## config.mk

```make
export PLATFORM = sky130hd
export DESIGN_NAME = hazard_scoreboard
export DESIGN_NICKNAME = d
export VERILOG_FILES = /design/src/rtl/hazard_scoreboard.sv
export SDC_FILE = /design/constraint.sdc
export NUM_CORES = 1
export LEC_CHECK = 0
export ABC_AREA = 1
export BUFFER_PORTS_ARGS = -buffer_cell sky130_fd_sc_hd__buf_4
export CORE_MARGIN = 1
export CORE_UTILIZATION = 55
export DETAILED_ROUTE_END_ITERATION = 16
export GPL_TIMING_DRIVEN = 1
export HOLD_SLACK_MARGIN = 0.1
export PLACE_DENSITY = 0.8
export SYNTH_ARGS = -nofsm -noshare
export SYNTH_HDL_FRONTEND = slang
export SYNTH_SLANG_ARGS = --single-unit
```

## constraint.sdc

```tcl
create_clock -name clk -period 3.93 [get_ports clk]
set_input_delay 0.1965 -clock clk [delete_from_list [all_inputs] [get_ports clk]]
set_output_delay 0.1965 -clock clk [all_outputs]
set_load 0.05 [all_outputs]
```

## src/rtl/hazard_scoreboard.sv

```systemverilog
// hazard_scoreboard: decode-stage interlock for a 5-stage pipeline.
// Detects RAW hazards on rs/rt against the E and M stages (Tuse/Tnew),
// tracks a multiply/divide busy countdown, merges an external stall, and
// counts stalled cycles.
// Ports:
//   clk, reset                  - clock, async active-high reset
//   D_Rs/D_Rt, D_TuseRs/Rt      - decode source indices and use times
//   E_/M_ A3, Tnew, RegWrite    - downstream producers
//   D_MDUse, E_MDStart, E_MDDiv - MD unit usage / start / divide select
//   Ext_Stall, Cnt_Clr          - external stall, counter clear
//   F_PC_En, F_DRegister_En     - fetch enables (low on stall)
//   D_ERegister_StallReset      - bubble insert into D/E
//   MD_Busy                     - MD countdown nonzero
//   Stall_Cnt, MD_Stall_Cnt     - saturating stall counters
module hazard_scoreboard #(
  parameter int unsigned AW       = 5,
  parameter int unsigned TW       = 2,
  parameter int unsigned MULT_CYC = 5,
  parameter int unsigned DIV_CYC  = 10,
  parameter int unsigned CW       = 32
) (
  input  logic          clk,
  input  logic          reset,
  input  logic [AW-1:0] D_Rs,
  input  logic [AW-1:0] D_Rt,
  input  logic [TW-1:0] D_TuseRs,
  input  logic [TW-1:0] D_TuseRt,
  input  logic [AW-1:0] E_A3,
  input  logic [TW-1:0] E_Tnew,
  input  logic          E_RegWrite,
  input  logic [AW-1:0] M_A3,
  input  logic [TW-1:0] M_Tnew,
  input  logic          M_RegWrite,
  input  logic          D_MDUse,
  input  logic          E_MDStart,
  input  logic          E_MDDiv,
  input  logic          Ext_Stall,
  input  logic          Cnt_Clr,
  output logic          F_PC_En,
  output logic          F_DRegister_En,
  output logic          D_ERegister_StallReset,
  output logic          MD_Busy,
  output logic [CW-1:0] Stall_Cnt,
  output logic [CW-1:0] MD_Stall_Cnt
);

  localparam int unsigned MD_MAX = (MULT_CYC > DIV_CYC) ? MULT_CYC : DIV_CYC;
  localparam int unsigned MDW    = $clog2(MD_MAX + 1);

  logic [MDW-1:0] md_cnt;
  logic           stall_rs;
  logic           stall_rt;
  logic           stall_md;
  logic           stall;

  // RAW hazard: a producer whose result arrives later than the consumer needs it.
  // Register 0 is never a real dependency.
  always_comb begin
    stall_rs = 1'b0;
    stall_rt = 1'b0;
    if (E_RegWrite && (E_A3 != '0)) begin
      if ((E_A3 == D_Rs) && (D_TuseRs < E_Tnew)) stall_rs = 1'b1;
      if ((E_A3 == D_Rt) && (D_TuseRt < E_Tnew)) stall_rt = 1'b1;
    end
    if (M_RegWrite && (M_A3 != '0)) begin
      if ((M_A3 == D_Rs) && (D_TuseRs < M_Tnew)) stall_rs = 1'b1;
      if ((M_A3 == D_Rt) && (D_TuseRt < M_Tnew)) stall_rt = 1'b1;
    end
  end

  // MD conflict covers the start cycle itself as well as the busy window.
  always_comb begin
    stall_md = D_MDUse & (E_MDStart | MD_Busy);
    stall    = stall_rs | stall_rt | stall_md | Ext_Stall;
  end

  assign MD_Busy                = (md_cnt != '0);
  assign F_PC_En                = ~stall;
  assign F_DRegister_En         = ~stall;
  assign D_ERegister_StallReset = stall;

  // MD busy countdown; starts issued while busy are ignored.
  always_ff @(posedge clk or posedge reset) begin
    if (reset) begin
      md_cnt <= '0;
    end else if (md_cnt == '0) begin
      if (E_MDStart) md_cnt <= E_MDDiv ? MDW'(DIV_CYC) : MDW'(MULT_CYC);
    end else begin
      md_cnt <= md_cnt - MDW'(1);
    end
  end

  // Saturating stall counters; clear wins over increment.
  always_ff @(posedge clk or posedge reset) begin
    if (reset) begin
      Stall_Cnt    <= '0;
      MD_Stall_Cnt <= '0;
    end else if (Cnt_Clr) begin
      Stall_Cnt    <= '0;
      MD_Stall_Cnt <= '0;
    end else begin
      if (stall && (Stall_Cnt != '1))       Stall_Cnt    <= Stall_Cnt + CW'(1);
      if (stall_md && (MD_Stall_Cnt != '1)) MD_Stall_Cnt <= MD_Stall_Cnt + CW'(1);
    end
  end

endmodule

```

==> out/qor.txt, run 1 <==
status: completed
router iterations before antenna repair: 5
Max Clock Freq: 360 MHz
main flop type after synthesis: dfrtp_1
post-route ant nets: 0
Worst slew margin: 39.2%
Synth Area in XOR/XNOR: 4.74%
Routed wire per std cell: 15.0 um
count of yosys warnings during synthesis: 0
RSZ-0062 raised after global routing: false
CP startpoint kind: flip-flop
CTS tree: done
Die H: 101 um
vias per inst: 5.49
Fin. Hold Viols: 0
Starting Density: 57.4%
setup_tns: 0 ns
PD cells: 292 mW/mm2
nets: 979
critical-path cell list: inv_1, ha_1, nand2_2, nor2_4, inv_2, or2_1, nand2_2, inv_2, nor2_4, nand3_4, inv_1, buf_4
CP peak stage delay: 0.36 ns
vias in the first global route: 5547
Filler Cell Count: 830
Static Leak: 3.30 nW
HPWL after DPL: 12200 um
worst path bufs/invs: 5
DRC: 0
global-route wire length before repair: 26200 um
post-synthesis adder-cell area fraction: 1.63%
Synth area leaders: dfrtp_1, nand2_1, inv_1, nand3_1, nor2_1
Top-Level Pins: 105
WHS: 0.174 ns
worst slew pin tran: 0.911 ns
post-synthesis mux area share: 0%
pin count of the biggest net entering global routing: 55
Synth Instances: 842
# rows: 35
Mean Syn Cell Area: 6.36 um2
H-tree depth: 3
critical path type: reg -> out
clk root buf: clkbuf_8
die width: 101 um
Num CTS Buffers: 9
Netlist cell types: 36
Synth Area in Compound Gates: 5.67%
maximum VDD drop: 0.337 mV
PortBufs: 104
Critical path origin: md_cnt[0]
peak fanout along the critical path: 35
async set-or-reset flop fraction in the synthesized netlist: 100%
routability congestion estimate: 0.974
final wirelength: 16100 um
Setup Viol. Count Final: 0
clk_lat worst skew: 0.35 ns
Critical Path Sink Type: output pin
DP Worst Slack: 1.24 ns
initial antenna violation count: 0
share of the synthesized area in the top cell type: 31.8%
Post-Syn Area: 0.00536 mm2
reg2reg start: MD_Stall_Cnt[0]
area grow syn2layout: 20.1%
die area: 0.0101 mm2
CP max stage cell: dfrtp_1
post-synthesis sequential area ratio: 31.8%
Finished Layout Cells: 1069
max-slew violation count: 0
Yosys reg bits: 68
max_cap viols: 0
Worst Hold Class: in -> reg
CP Data Required Time: 3.73 ns
ratio of final minimum period to clock period: 70.8%
Iter 0 DRT Violations: 444
Clock Skew: 0.0140 ns
hold_sp: Cnt_Clr
CTS clk-pin slew, worst paths: 0.08 ns
design area: 0.00643 mm2
Top delay family on crit path: simple AND/OR/NAND/NOR gates
Clock Tree Buf Depth: 2
Worst EP arrival: 2.58 ns
Post-Syn Nets: 886
layout cell share with drive strength beyond 1: 17.4%
dpl cell area: 0.00617 mm2
combinational family with the most area after synthesis: simple AND/OR/NAND/NOR gates
Post-synth EDFFs: 0
Commonest cells post-synth: nand2_1, inv_1, nor2_1
Antenna Cells: 0
min cycle time layout: 2.78 ns
dominant cell by count in the synthesized netlist: nand2_1
Simple-Gate Fraction of Synth Area: 44.3%
grt total ovfl: 0
setup ws final: 1.15 ns
core area: 0.00933 mm2
Placed Cells: 1052
Synth area leader: dfrtp_1
Sink Count: 68
GRT Resource Usage Total: 32.7%
via count: 5864
flip-flops by register name, summed over array words and instances (netlist names):
register	flops
md_cnt	4
Stall_Cnt	32
MD_Stall_Cnt	32
metal layers:
layer / share of wire (%) / GRT usage [%] / up-vias
li1: - / - / 2860
met1: 43 / 42.6 / 2708
met2: 48 / 55.6 / 255
met3: 6.2 / 3.33 / 41
met4: 2.7 / 13.8 / 0
met5: 0 / 0 / -
path summary, 6_finish.rpt:
check,endpoint,slack (ns),cells past startpoint
worst max-delay path,F_DRegister_En,1.15,12
worst min-delay path,MD_Stall_Cnt[3],0.17,2
worst max register to register,MD_Stall_Cnt[20],1.17,12
worst min register to register,Stall_Cnt[11],0.54,2
max in group asynchronous,Stall_Cnt[8],2.44,4
min in group asynchronous,Stall_Cnt[15],0.57,3
logic make-up after synthesis:
| logic type | after synthesis |
|---|---|
| adder cells (fa/ha/maj) | 7 |
| buffers and inverters | 156 |
| AND/OR/NAND/NOR | 535 |
| AO/OA/AOI/OAI | 47 |
| flip-flops | 68 |
| XOR/XNOR | 29 |
where the power goes:
| part | leakage [nW] | internal, W | total, W | switching, W |
|---|---|---|---|---|
| registers | 0.939 | 0.000728 | 0.000749 | 0.0000209 |
| clock network | 0.122 | 0.000439 | 0.000738 | 0.000299 |
| logic | 2.23 | 0.000122 | 0.000389 | 0.000267 |
| total | 3.30 | 0.00129 | 0.00188 | 0.000587 |
final cells by class:
type | instances | area, um2 | share of cell area (%)
clock inverter | 6 | 111 | 1.73
inverter | 130 | 490 | 7.62
tap | 129 | 161 | 2.51
multi-input combinational | 618 | 3020 | 46.9
timing repair buffer | 108 | 813 | 12.6
sequential | 68 | 1700 | 26.5
clock buffer | 10 | 138 | 2.14
cell usage in the layout, fill, tap and decap left out, types with 2 or more instances in the layout:
cell       netlist  final
a21o_1           2      2
a21oi_1          5      5
buf_4            2    107
bufinv_16        0      3
clkbuf_8         0     10
dfrtp_1         68     68
ha_1             7      7
inv_1          122    121
inv_2            7      8
nand2_1        259    259
nand2_2          6      6
nand3_1         75     75
nand4_1         49     49
nor2_1          96     96
nor2_2           3      3
nor2_4           4      4
nor3_1          34     34
nor3b_1          2      2
o21ai_0         21     21
o21ai_2         14     14
o31ai_1          2      2
xnor2_1          8      8
xor2_1          21     21
what timing repair did:
item / in CTS / in global routing
hold buffers: 1 / 0
resized for setup: 0 / 0
hold endpoints to repair: 36 / 0
buffers inserted: 0 / 0
metrics by stage:
step	util [%]	power (W)
finish	69.0	0.00188
detailed placement	66.2	0.00114
CTS	69.0	0.00188
global placement	66.2	0.00113
global route	69.0	0.00196
floorplan	-	0.00104
Power figures use the tool's default switching activity.
==> run 2: changes to the inputs <==
--- a/config.mk
+++ b/config.mk
@@ -8,11 +8,11 @@
 export ABC_AREA = 1
 export BUFFER_PORTS_ARGS = -buffer_cell sky130_fd_sc_hd__buf_4
 export CORE_MARGIN = 1
-export CORE_UTILIZATION = 55
+export CORE_UTILIZATION = 51
 export DETAILED_ROUTE_END_ITERATION = 16
 export GPL_TIMING_DRIVEN = 1
 export HOLD_SLACK_MARGIN = 0.1
-export PLACE_DENSITY = 0.8
+export PLACE_DENSITY = 0.78
 export SYNTH_ARGS = -nofsm -noshare
 export SYNTH_HDL_FRONTEND = slang
 export SYNTH_SLANG_ARGS = --single-unit
==> constraint.sdc (replaced) <==
create_clock -name clk -period 2.3 [get_ports clk]
set_input_delay 0.115 -clock clk [delete_from_list [all_inputs] [get_ports clk]]
set_output_delay 0.115 -clock clk [all_outputs]
set_load 0.05 [all_outputs]
==> run 2 against run 1 <==
- wire length is 6.1% lower
- sequential share of layout area is 0.75 points lower
- global-route usage is 4.1 points lower
- via count is 1.5% lower
- clock skew is 0.0018 ns lower
- critical endpoint is now F_PC_En
- utilization is 4.3 points lower
- non-clock buffer count is 16 higher
- critical path depth stayed put
- register-to-register slack worse by 1.0 ns
- cell area is 2.9% higher
==> out/qor.txt, run 2 (synthesized netlist as in run 1, its figures left out) <==
status: completed
PortBufs: 104 (unchanged)
Finished Layout Cells: 1092 (+2.2%)
CP startpoint kind: flip-flop
CP peak stage delay: 0.37 ns (about the same)
Top delay family on crit path: simple AND/OR/NAND/NOR gates
Starting Density: 52.4% (-5.1 points)
HPWL after DPL: 11400 um (-5.9%)
vias in the first global route: 5519 (-0.50%)
reg2reg setup slack: 0.16 ns (-1.01 ns)
Max Clock Freq: 462 MHz
Critical Path Sink Type: output pin
Register-to-Register Path Depth: 11 (-1)
Clock Skew: 0.0122 ns (-0.00177 ns)
Num CTS Buffers: 9 (unchanged)
Sink Count: 68 (unchanged)
Levels on crit path: 12 (unchanged)
commonest cells after routing, fill and taps aside: nand2_1, inv_1, buf_4, nor2_1, nand3_1
setup_tns: 0 ns (unchanged)
CTS clk-pin slew, worst paths: 0.08 ns (about the same)
Routed wire per std cell: 13.8 um (-8.1%)
# rows: 37 (+5.7%)
top flop regs: MD_Stall_Cnt: 32 flops, Stall_Cnt: 32 flops, md_cnt: 4 flops
die area: 0.0109 mm2 (+7.7%)
vias per inst: 5.29 (-3.6%)
commonest non-fill, non-tap cell in the layout: nand2_1
PD cells: 491 mW/mm2 (+68%)
worst path bufs/invs: 5 (unchanged)
grt total ovfl: 0 (unchanged)
GRT Resource Usage Total: 28.7% (-4.1 points)
die width: 104 um (+3.8%)
Worst Hold Path Cells: 8 (+6)
final wirelength: 15100 um (-6.1%)
CTS tree: done
via count: 5775 (-1.5%)
Worst Hold Class: in -> reg
Worst EP arrival: 2.05 ns (-0.53 ns)
router iterations before antenna repair: 5 (unchanged)
routability congestion estimate: 1.00 (+2.6%)
Antenna Cells: 0 (unchanged)
Fin. Hold Viols: 0 (unchanged)
critical path type: reg -> out
Static Leak: 3.37 nW (+2.4%)
Filler Cell Count: 950 (+14%)
H-tree depth: 3 (unchanged)
Setup Viol. Count Final: 0 (unchanged)
clk_lat worst skew: 0.35 ns (about the same)
worst slew pin tran: 0.803 ns (-0.107 ns)
clk root buf: clkbuf_8
Clock Tree Buf Depth: 2 (unchanged)
pin count of the biggest net entering global routing: 47 (-15%)
core area: 0.0102 mm2 (+9.7%)
nets: 995 (+1.6%)
post-route ant nets: 0 (unchanged)
CP max stage cell: dfrtp_1
Worst slew margin: 46.4% (+7.2 points)
critical-path cell list: inv_2, ha_4, nand2_2, nor2_4, inv_4, or2_4, nand2_2, inv_2, nor2_4, nand3_4, clkinvlp_4, buf_8
peak fanout along the critical path: 6 (-83%)
Top-Level Pins: 105 (unchanged)
global-route wire length before repair: 25100 um (-4.1%)
layout cell share with drive strength beyond 1: 19.0% (+1.6 points)
max_cap viols: 0 (unchanged)
maximum VDD drop: 0.531 mV (+58%)
max-slew violation count: 0 (unchanged)
min cycle time layout: 2.17 ns
Iter 0 DRT Violations: 354 (-20%)
Placed Cells: 1071 (+1.8%)
Die H: 104 um (+3.8%)
initial antenna violation count: 0 (unchanged)
RSZ-0062 raised after global routing: false
DRC: 0 (unchanged)
area grow syn2layout: 23.6%
CP Data Required Time: 2.18 ns (-1.55 ns)
ratio of final minimum period to clock period: 94.1%
## run 2: cell types whose count changed in the layout (fill, tap and decap cells not counted), sizes merged
cell / change
dlygate4sd3: +3
inv: -1
buf: +13
clkinvlp: +1
## run 2: final timing paths
kind | start | end
hold reg to reg | Stall_Cnt[11] | Stall_Cnt[11]
setup reg to reg | Stall_Cnt[1] | Stall_Cnt[11]
setup / recovery | md_cnt[0] | F_PC_En
hold / removal | D_MDUse | MD_Stall_Cnt[6]
min in group asynchronous | reset | MD_Stall_Cnt[25]
max in group asynchronous | reset | MD_Stall_Cnt[11]
## run 2: repair_timing
item / 4_1_cts / 5_1_grt
buffers inserted: 1 / 0
endpoints found under the setup margin: 2 / 9
hold buffers: 4 / 0
resized for setup: 3 / 8
pin swaps: 1 / 2
endpoints found under the hold margin: 39 / 0
gates cloned: 0 / 0
## run 2: cell type report
| type | instances | area (um2) | area share (%) |
|---|---|---|---|
| sequential | 68 | 1700 | 25.7 |
| inverter | 130 | 499 | 7.54 |
| clock inverter | 6 | 111 | 1.68 |
| clock buffer | 10 | 138 | 2.08 |
| tap | 136 | 170 | 2.57 |
| multi-input combinational | 618 | 3030 | 45.8 |
| timing repair buffer | 124 | 968 | 14.6 |
## run 2: stage by stage
stage / hold WS, ns / setup slack (ns) / area [um2] / total power [W] / utilization [%]
after global routing: 0.375 / 0.000683 / 6620 / 0.00341 / 64.7
after global placement: 0.310 / 0.150 / 6290 / 0.00197 / 61.5
after floorplan: 0.329 / 0.0261 / 5380 / 0.00179 / -
after detailed placement: 0.330 / 0.0894 / 6290 / 0.00198 / 61.5
final: 0.317 / 0.135 / 6620 / 0.00325 / 64.7
after CTS: 0.297 / 0.0110 / 6600 / 0.00325 / 64.5
## run 2: tightest hold or removal path, cell delays in order
cell	delay (ns)
buf_4	0.08
nand2_2	0.05
inv_2	0.09
nand2_2	0.09
inv_4	0.07
nor2_4	0.05
nand2_1	0.05
nand2_1	0.04
## run 2: report_power, final
part / switching (W) / internal (W)
combinational: 0.000471 / 0.000257
sequential: 0.0000347 / 0.00124
clock: 0.000496 / 0.000750
total: 0.00100 / 0.00225
## run 2: metal layers
layer,vias up,GRT usage (%),share of wire [%],routed length [um]
met5,-,0,0,0
met4,0,14.6,3.9,587
met3,44,4.70,6.9,1040
met2,228,48.0,46,7000
met1,2610,35.5,43,6470
li1,2893,-,-,-
==> run 3: changes to the inputs <==
--- a/config.mk
+++ b/config.mk
@@ -8,11 +8,11 @@
 export ABC_AREA = 1
 export BUFFER_PORTS_ARGS = -buffer_cell sky130_fd_sc_hd__buf_4
 export CORE_MARGIN = 1
-export CORE_UTILIZATION = 51
+export CORE_UTILIZATION = 55
 export DETAILED_ROUTE_END_ITERATION = 16
 export GPL_TIMING_DRIVEN = 1
 export HOLD_SLACK_MARGIN = 0.1
-export PLACE_DENSITY = 0.78
+export PLACE_DENSITY = 0.8
 export SYNTH_ARGS = -nofsm -noshare
 export SYNTH_HDL_FRONTEND = slang
 export SYNTH_SLANG_ARGS = --single-unit
==> constraint.sdc (replaced) <==
create_clock -name clk -period 2.52 [get_ports clk]
set_input_delay 0.126 -clock clk [delete_from_list [all_inputs] [get_ports clk]]
set_output_delay 0.126 -clock clk [all_outputs]
set_load 0.05 [all_outputs]
==> run 3 against run 2 <==
- clock power down 8%
- critical endpoint unchanged
- die area down 7.1%
- final cell count down 1.1%
- clock skew up 0.0085 ns
- utilization up 5.8 points
- sequential power down 9%
- via count up 3.5%
- first-iteration DRC count up 29%
- largest power group unchanged
- register-to-register slack better by 0.06 ns
- critical path depth unchanged
- wire length up 7.0%
==> out/qor.txt, run 3 (synthesized netlist as in run 1, its figures left out) <==
peak fanout along the critical path: 6 (unchanged)
Filler Cell Count: 867 (-8.7%)
final wirelength: 16200 um (+7.0%)
min cycle time layout: 2.41 ns
Top-Level Pins: 105 (unchanged)
die width: 101 um (-3.6%)
CP Data Required Time: 2.39 ns (+0.21 ns)
CTS clk-pin slew, worst paths: 0.08 ns (about the same)
Die H: 101 um (-3.6%)
area grow syn2layout: 22.7%
critical path type: reg -> out
Max Clock Freq: 414 MHz
top flop regs: MD_Stall_Cnt: 32 flops, Stall_Cnt: 32 flops, md_cnt: 4 flops
initial antenna violation count: 0 (unchanged)
Num CTS Buffers: 9 (unchanged)
# rows: 35 (-5.4%)
Setup Viol. Count Final: 0 (unchanged)
Worst slew margin: 61.7% (+15 points)
ratio of final minimum period to clock period: 95.8%
max-slew violation count: 0 (unchanged)
global-route wire length before repair: 26200 um (+4.1%)
GRT Resource Usage Total: 32.7% (+4.0 points)
Critical Path Sink Type: output pin
core area: 0.00933 mm2 (-8.8%)
Worst EP arrival: 2.29 ns (+0.24 ns)
status: completed
Fin. Hold Viols: 0 (unchanged)
Clock Skew: 0.0208 ns (+0.00851 ns)
die area: 0.0101 mm2 (-7.1%)
utilization after layout: 70.5% (+5.8 points)
DP Worst Slack: 0.117 ns (+0.0278 ns)
clk root buf: clkbuf_8
PD cells: 453 mW/mm2 (-7.7%)
router iterations before antenna repair: 5 (unchanged)
max_cap viols: 0 (unchanged)
maximum VDD drop: 0.624 mV (+18%)
post-route ant nets: 0 (unchanged)
Antenna Cells: 0 (unchanged)
PortBufs: 104 (unchanged)
worst slew pin tran: 0.569 ns (-0.234 ns)
setup_tns: 0 ns (unchanged)
Worst Hold Class: in -> reg
commonest cells after routing, fill and taps aside: nand2_1, inv_1, buf_4, nor2_1, nand3_1
CTS tree: done
total power: 0.00298 W (-8.4%)
vias per inst: 5.53 (+4.6%)
clk_lat worst skew: 0.36 ns (about the same)
nets: 990 (-0.50%)
commonest non-fill, non-tap cell in the layout: nand2_1
Starting Density: 57.4% (+5.1 points)
CP startpoint kind: flip-flop
pin count of the biggest net entering global routing: 69 (+47%)
Routed wire per std cell: 15.0 um (+8.1%)
via count: 5977 (+3.5%)
Iter 0 DRT Violations: 456 (+29%)
HPWL after DPL: 11800 um (+3.3%)
WHS: 0.104 ns (-0.212 ns)
DRC: 0 (unchanged)
grt total ovfl: 0 (unchanged)
Static Leak: 3.36 nW (-0.46%)
vias in the first global route: 5526 (+0.13%)
layout cell share with drive strength beyond 1: 18.7% (-0.32 points)
setup ws final: 0.106 ns (-0.0290 ns)
Clock Tree Buf Depth: 2 (unchanged)
Sink Count: 68 (unchanged)
RSZ-0062 raised after global routing: false
routability congestion estimate: 0.982 (-1.8%)
H-tree depth: 3 (unchanged)
-- run 3: stage by stage --
stage	instances	cell area [um2]
2_1_floorplan	842	5360
6_report	1080	6570
3_5_place_dp	1059	6250
5_1_grt	1080	6570
4_1_cts	1079	6550
3_3_place_gp	1059	6250
-- run 3: area by class of cell --
class	count	area [um2]	share of cell area (%)
Multi-Input combinational cell	619	3040	46.3
Sequential cell	68	1700	25.9
Timing Repair Buffer	118	930	14.1
Inverter	130	494	7.52
Tap cell	129	161	2.46
Clock buffer	9	124	1.88
Clock inverter	7	121	1.85
-- run 3: final timing paths --
kind	from	endpoint	slack [ns]	depth (start not counted)
max	md_cnt[0]	F_PC_En	0.11	12
min	Cnt_Clr	MD_Stall_Cnt[5]	0.10	2
max reg2reg	MD_Stall_Cnt[0]	MD_Stall_Cnt[20]	0.22	12
min reg2reg	Stall_Cnt[11]	Stall_Cnt[11]	0.54	2
max in group asynchronous	reset	Stall_Cnt[12]	1.80	4
min in group asynchronous	reset	md_cnt[3]	0.41	4
-- run 3: what timing repair did --
action,in CTS,in global routing
hold buffers,1,0
endpoints found under the setup margin,2,35
endpoints found under the hold margin,68,0
buffers inserted,2,1
resized for setup,0,4
gates cloned,1,0
pin swaps,0,1
-- run 3: critical path, stage by stage, from the launching register on --
cell        delay, ns
dfrtp_1          0.37
inv_1            0.12
ha_2             0.21
nand2_2          0.09
nor2_4           0.12
inv_2            0.05
or2_4            0.25
nand2_2          0.07
inv_2            0.05
nor2_4           0.13
nand3_4          0.16
clkinvlp_4       0.13
buf_4            0.19
-- run 3: report_power, final --
part           internal, W  switching (W)
sequential         0.00114      0.0000371
clock             0.000665       0.000485
combinational     0.000219       0.000439
total              0.00202       0.000961
-- run 3: layer usage --
layer	up-vias	routed length (um)	track usage (%)
met5	-	0	0
met4	0	340	10.6
met3	35	1070	3.88
met2	226	7730	55.2
met1	2834	7020	43.6
li1	2882	-	-
